--- src/rtl/toplayici_hakem.sv ---
// toplayici_hakem: two-requester arbiter sharing one 4-bit ripple adder.
// A request is granted in IDLE, the captured operands are added in CALC,
// and the result is held in DONE until the consumer acks it.
// Compile-time option: define TOPLAYICI_HAKEM_RR_EN for round-robin tie
// breaking; when left undefined, requester 0 always wins a tie.

// Single-bit full adder cell, one per bit position of the ripple chain.
module tam_toplayici (
  input  logic i_a,
  input  logic i_b,
  input  logic i_c,
  output logic o_s,
  output logic o_c
);
  assign o_s = i_a ^ i_b ^ i_c;
  assign o_c = (i_a & i_b) | (i_c & (i_a ^ i_b));
endmodule

// 4-bit ripple-carry adder with carry-in tied to 0.
module ikili_toplayici (
  input  logic [3:0] i_a,
  input  logic [3:0] i_b,
  output logic [3:0] o_sum,
  output logic       o_c4
);
  localparam int W = 4;

  logic [W:0] w_c;

  assign w_c[0] = 1'b0;

  // Carry ripples from bit 0 upward through one cell per bit.
  for (genvar g = 0; g < W; g++) begin : g_bit
    tam_toplayici u_fa (
      .i_a (i_a[g]),
      .i_b (i_b[g]),
      .i_c (w_c[g]),
      .o_s (o_sum[g]),
      .o_c (w_c[g+1])
    );
  end

  assign o_c4 = w_c[W];
endmodule

module toplayici_hakem (
  input  logic       clk,
  input  logic       rst_n,
  input  logic       req0,
  input  logic [3:0] a0_in,
  input  logic [3:0] b0_in,
  input  logic       req1,
  input  logic [3:0] a1_in,
  input  logic [3:0] b1_in,
  output logic       gnt0,
  output logic       gnt1,
  output logic [3:0] sum,
  output logic       carry,
  output logic       done,
  output logic       owner,
  input  logic       ack,
  output logic       busy
);
  localparam logic [1:0] S_IDLE = 2'd0;
  localparam logic [1:0] S_CALC = 2'd1;
  localparam logic [1:0] S_DONE = 2'd2;

  logic [1:0] r_state;
  logic       r_gnt0, r_gnt1;
  logic       r_owner;
  logic [3:0] r_a, r_b;
  logic [3:0] r_sum;
  logic       r_carry;
  logic       r_done;

  logic       w_any;
  logic       w_win;
  logic       w_take;
  logic [3:0] w_a, w_b;
  logic [3:0] w_sum;
  logic       w_c4;

  assign w_any  = req0 | req1;
  // A grant happens only on an IDLE edge with at least one request.
  assign w_take = (r_state == S_IDLE) & w_any;

`ifdef TOPLAYICI_HAKEM_RR_EN
  logic r_prio;  // requester that wins the next tie

  // Tie goes to the pointer; a lone request always wins.
  assign w_win = (req0 & req1) ? r_prio : req1;

  // Pointer flips to the requester that was not just served.
  always_ff @(posedge clk or negedge rst_n)
    if (!rst_n)      r_prio <= 1'b0;
    else if (w_take) r_prio <= ~w_win;
`else
  // Fixed priority: requester 1 wins only when requester 0 is idle.
  assign w_win = ~req0;
`endif

  assign w_a = w_win ? a1_in : a0_in;
  assign w_b = w_win ? b1_in : b0_in;

  ikili_toplayici u_add (
    .i_a   (r_a),
    .i_b   (r_b),
    .o_sum (w_sum),
    .o_c4  (w_c4)
  );

  // Control FSM: IDLE -> CALC (always one cycle) -> DONE (until ack).
  always_ff @(posedge clk or negedge rst_n)
    if (!rst_n) r_state <= S_IDLE;
    else
      case (r_state)
        S_IDLE:  if (w_any) r_state <= S_CALC;
        S_CALC:  r_state <= S_DONE;
        S_DONE:  if (ack) r_state <= S_IDLE;
        default: r_state <= S_IDLE;
      endcase

  // Grant pulses last exactly the cycle after the arbitration edge.
  always_ff @(posedge clk or negedge rst_n)
    if (!rst_n) begin
      r_gnt0 <= 1'b0;
      r_gnt1 <= 1'b0;
    end else begin
      r_gnt0 <= w_take & ~w_win;
      r_gnt1 <= w_take &  w_win;
    end

  // Winner's operands and index are captured with the grant.
  always_ff @(posedge clk or negedge rst_n)
    if (!rst_n) begin
      r_a     <= 4'd0;
      r_b     <= 4'd0;
      r_owner <= 1'b0;
    end else if (w_take) begin
      r_a     <= w_a;
      r_b     <= w_b;
      r_owner <= w_win;
    end

  // Result registers load only on the CALC edge and otherwise hold.
  always_ff @(posedge clk or negedge rst_n)
    if (!rst_n) begin
      r_sum   <= 4'd0;
      r_carry <= 1'b0;
    end else if (r_state == S_CALC) begin
      r_sum   <= w_sum;
      r_carry <= w_c4;
    end

  // done rises entering DONE and falls on the acked edge.
  always_ff @(posedge clk or negedge rst_n)
    if (!rst_n)                         r_done <= 1'b0;
    else if (r_state == S_CALC)         r_done <= 1'b1;
    else if (r_state == S_DONE && ack)  r_done <= 1'b0;
    else if (r_state == S_IDLE)         r_done <= 1'b0;

  assign gnt0  = r_gnt0;
  assign gnt1  = r_gnt1;
  assign sum   = r_sum;
  assign carry = r_carry;
  assign done  = r_done;
  assign owner = r_owner;
  assign busy  = (r_state != S_IDLE);
endmodule

--- config.mk ---
export PLATFORM = sky130hd
export DESIGN_NAME = toplayici_hakem
export DESIGN_NICKNAME = d
export VERILOG_FILES = /design/src/rtl/toplayici_hakem.sv
export SDC_FILE = /design/constraint.sdc
export NUM_CORES = 1
export LEC_CHECK = 0
export ABC_CLOCK_PERIOD_IN_PS = 2830
export CORE_ASPECT_RATIO = 0.8
export CORE_UTILIZATION = 43
export DETAILED_ROUTE_END_ITERATION = 6
export HOLD_SLACK_MARGIN = 0.05
export PLACE_DENSITY = 0.79
export REMOVE_ABC_BUFFERS = 1
export SYNTH_ARGS = -nofsm -noshare
export SYNTH_HDL_FRONTEND = slang
export SYNTH_SLANG_ARGS = --single-unit
--- constraint.sdc ---
create_clock -name clk -period 2.83 [get_ports clk]
set_input_delay 0.4245 -clock clk [delete_from_list [all_inputs] [get_ports clk]]
set_output_delay 0.4245 -clock clk [all_outputs]
set_load 0.01 [all_outputs]
# Word level (Yosys, flattened, before mapping)
# Cells that the tools add are included.
[totals] register_bits=19 ramBits=0 input_bits=21 word_cells=48 out_inout_bits=10 latchBits=0 mem_count=0 romBits=0
[op_classes] bitwise=22 n_mul=0 n_eq_ne=4 n_reduce_logical=5 muxes=8 order_cmp=0 add_sub_neg=0 shifts=0 div=0
[ops] op="$and 1x1->1" n=10
[ops] op="$mux 4" n=2
[ops] op="$xor 1x1->1" n=7
[ops] op="$pmux 2 s3" n=1
[ops] op="$mux 2" n=2
[ops] op="$ne 2x2->1 const B" n=2
[ops] op="$or 1x1->1" n=4
[ops] op="$mux 1" n=3
[ops] op="$reduce_bool 3->1" n=1
[ops] op="$eq 2x1->1 const B" n=1
[ops] op="$eq 2x2->1 const B" n=1
[ops] op="$logic_not 2->1" n=1
[ops] op="$reduce_and 2->1" n=1
[ops] op="$reduce_bool 2->1" n=1
[ops] op="$logic_and 1x1->1" n=1
[ops] op="$not 1->1" n=1

# Depth between registers and ports, before layout
[logic_depth] depth_word=7 mapped_depth=6 ltp_nobuf=6

# By module
# Synthesis repeated with hierarchy kept, for this count alone.
[unflattened] hier_cells=62 area_unflattened_um2=900.9
[modules_own_cells] module="toplayici_hakem" cells_per_inst=57 seq_area_each_um2=475.5 area_per_inst_um2=817.0 n_inst=1
[modules_own_cells] module="tam_toplayici" cells_per_inst=1 seq_area_each_um2=0.0 area_per_inst_um2=20.0 n_inst=4
[modules_own_cells] module="ikili_toplayici" cells_per_inst=1 seq_area_each_um2=0.0 area_per_inst_um2=3.8 n_inst=1

# Worst setup path after synthesis
# Ideal clock, no wire load.
[synth_timing] kind="register -> register" start="register r_a[0]" end="register r_sum[3], in the netlist sum[3]" path_buffers=0 path_slack_ps=871 required_time_ps=2747 arrival_ps=1876 setup_time_ps=83 synth_period_minus_slack_ps=1959 path_stages_with_launch=7 path_cell_list="dfrtp_1 ha_1 fa_1 fa_1 inv_1 fa_1 o21ai_0"
[synth_between] elab_chain_len=6
[synth_rtl] item="start: declaration" line_no="71" rtl="logic [3:0] r_a, r_b;"
[synth_rtl] item="start signal: assignment" line_no="140" rtl="r_a <= w_a;"
[synth_rtl] item="$and 1x1->1 (2 in a row)" line_no="16" rtl="assign o_c = (i_a & i_b) | (i_c & (i_a ^ i_b));"
[synth_rtl] item="$or 1x1->1" line_no="16"
[synth_rtl] item="$and 1x1->1" line_no="16"
[synth_rtl] item="$or 1x1->1" line_no="16"
[synth_rtl] item="$xor 1x1->1" line_no="15" rtl="assign o_s = i_a ^ i_b ^ i_c;"
[synth_rtl] item="end signal: assignment" line_no="151" rtl="r_sum <= w_sum;"
[synth_rtl] item="end: declaration" line_no="72" rtl="logic [3:0] r_sum;"
# Every way passes these cells.
# A chain may end at the register's enable or synchronous reset.

# Worst setup path after layout
# Ends and elaborated chain as after synthesis.

==> run_results.csv <==
group,metric,value,unit
setup_path,startpoint,"r_a[0]",
layout,layout-drive-gt1-share,0.2165,
clocking,post_cts_buffers,0,
clocking,cts_buffers,3,
worst_hold_path,min_path_type,"register to register",
logic_synthesis,syn_area,893.4,sq um
power_and_ir_drop,power-per-cell-area,953.0,nW/um^2
global_routing,grt_pass1_vias,610,
place,gp_congestion,0.7177,
global_routing,grt-ovfl-total,0,
setup_path,crit_path_top_delay_cell,"dfrtp_1",
timing,tightest_slew,0.8354,ns
place,dp_hpwl,1.289,mm
setup_path,critPathRequiredTime,3.05,ns
logic_synthesis,yosysWarnings,0,
setup_path,path_cells,"ha_1 -> fa_1 -> fa_1 -> inv_1 -> fa_1 -> o21ai_0",
clocking,clk_pin_slew,0.11,ns
routing,via_per_inst,4.835,
clocking,clk_latency,0.29,ns
setup_path,r2r_slack,0.78,ns
floorplan,die_h,42.77,um
layout,fillers,164,
layout,area_growth,38.66,%
timing,fin_skew,0.006814,ns
routing,dr.pass1.iters,3,
timing,setup-tns-final,0,ns
clocking,post_cts_resized,0,
layout,n_antenna_cell,0,
clocking,root_buffer,"clkbuf_4",
floorplan,ios,31,
place,dpl.cell_count,117,
logic_synthesis,synth_cell_types,20,
setup_path,startpoint_type,"register",
clocking,postCtsHoldBufs,0,
logic_synthesis,avgSynthCellArea,13.74,sq um
setup_path,worst_path_largest_cell_delay,0.41,ns
layout,utilization,0.6488,
logic_synthesis,synthCells,65,
setup_path,critPathTopFamily,"adder cells",
logic_synthesis,ys_ff_latch,19,
timing,finalCritPeriodShare,0.7255,
floorplan,dieArea,2265,sq um
worst_hold_path,min_from,"carry",
routing,drtAntennaViolNets,0,
setup_path,r2r_start,"r_a[0]",
floorplan,initial_core_util,0.4679,
layout,fin_cells,121,
power_and_ir_drop,power_leakage,0.0005412,uW
timing,timing.final.max_slew_violations,0,
routing,route.detailed.drc,0,
setup_path,crit_buf_inv,1,
global_routing,grt_use_met2,0.2835,
timing,relSlewSlack,0.4413,
setup_path,endpoint_kind,"register",
timing,finalWorstSetupSlack,0.7767,ns
timing,period_minus_slack,2.053,ns
routing,routed_wl,1.588,mm
place,dp_slack,0.7831,ns
power_and_ir_drop,total_power,1181,uW
floorplan,core,1909,sq um
clocking,clk_path_buf_depth,2,
routing,wl_per_cell,13.12,um
routing,vias,585,
power_and_ir_drop,ir_drop,591.4,uV
timing,finalSetupViolations,0,
global_routing,grt_first_pass_wirelength,2.677,mm
global_routing,use_met1,0.2136,
floorplan,num_rows,14,
run_status,outcome,"complete, no violations",
setup_path,critical_path_class,"register to register",
floorplan,die_w,52.96,um
global_routing,top_usage_layer,"met2",
timing,fmax,487.0,MHz
logic_synthesis,ys_seq_area_frac,0.5322,
setup_path,cp.arrival,2.27,ns
timing,finalHoldViolations,0,
run,drv_cap,0,
layout,layout.nets,123,
clocking,htree_levels,1,
place,portBuffers,30,
routing,drt_iter0_markers,1,
global_routing,grt_max_degree,20,
timing,rsz0062_at_grt,"false",
global_routing,gr-usage-met3,0.04301,
clocking,cts_tree,"done",
setup_path,crit_fanout,2,
global_routing,antenna_found_initial,0,
clocking,cts_sinks,19,
global_routing,grt.total_usage,0.1712,
setup_path,cp_common_cell,"fa_1",
## synth_stat cells, drive strengths merged
| cell type | n | area share |
|---|---|---|
| a21oi | 1 | 0.0056 |
| buf | 2 | 0.018 |
| clkbuf | 1 | 0.0042 |
| dfrtp | 19 | 0.53 |
| fa | 3 | 0.067 |
| ha | 1 | 0.014 |
| inv | 5 | 0.021 |
| mux2 | 16 | 0.20 |
| mux2i | 4 | 0.045 |
| nand2 | 2 | 0.0084 |
| nand2b | 1 | 0.0070 |
| nor2 | 3 | 0.031 |
| nor2b | 1 | 0.0070 |
| nor3 | 1 | 0.0056 |
| o21ai | 3 | 0.017 |
| or2 | 1 | 0.0070 |
| or2b | 1 | 0.0084 |
## where the power goes
group	total (uW)	switching (uW)	internal (uW)
registers	484	78.3	405
logic	565	236	329
clock network	132	79.7	52.6
total	1180	394	787
## worst paths after layout
path / end / depth (start not counted)
max: sum[3] / 6
min: carry / 2
max reg2reg: sum[3] / 6
min reg2reg: carry / 2
max in group asynchronous: r_b[3] / 1
min in group asynchronous: gnt1 / 1
## layout by cell type (no fill, tap or decap), drive strengths merged
cell type,count
o21ai,3
nand2b,1
inv,5
fa,3
clkinv,1
nor3,1
nor2,3
nand2,2
buf,1
nor2b,1
or2b,1
or2,1
clkdlybuf4s50,30
dfrtp,19
mux2i,4
ha,1
clkbuf,3
mux2,16
a21oi,1
## flip-flops by register name (all words and copies together) (netlist names)
signal	flops
gnt0	1
r_a	4
r_state	2
r_b	4
gnt1	1
owner	1
done	1
carry	1
sum	4
## metrics by stage
step	hold slack, ns	instance area, sq um
2_1_floorplan	0.1289	873.3
5_1_grt	0.5472	1239
6_report	0.4881	1239
3_3_place_gp	0.4679	1211
4_1_cts	0.4936	1239
3_5_place_dp	0.4702	1211
## worst reg2reg max path, stage by stage, from the launching register on
cell and delay, ns:
dfrtp_1 0.41, ha_1 0.21, fa_1 0.37, fa_1 0.36, inv_1 0.07, fa_1 0.40
o21ai_0 0.15
## routing by layer
metal,wire length [um],vias to the layer above
li1,-,280
met1,632,281
met2,844,24
met3,110,0
met4,0,0
met5,0,-
## cell type report
class | instances | area [sq um] | area share
Clock buffer | 3 | 22.52 | 0.01818
Clock inverter | 1 | 5.005 | 0.004040
Inverter | 5 | 18.77 | 0.01515
Multi-Input combinational cell | 38 | 379.1 | 0.3061
Sequential cell | 19 | 475.5 | 0.3838
Tap cell | 24 | 30.03 | 0.02424
Timing Repair Buffer | 31 | 307.8 | 0.2485
## logic make-up (layout without fill, tap and decap cells)
family / after synthesis / count (layout) / synth area share
mux: 20 / 20 / 0.2465
compound gates: 4 / 4 / 0.02240
flops: 19 / 19 / 0.5322
buf+inv: 8 / 40 / 0.04341
simple gates: 10 / 10 / 0.07425
fa+ha+maj: 4 / 4 / 0.08123
Note: power is estimated with default switching activity, not from simulation.
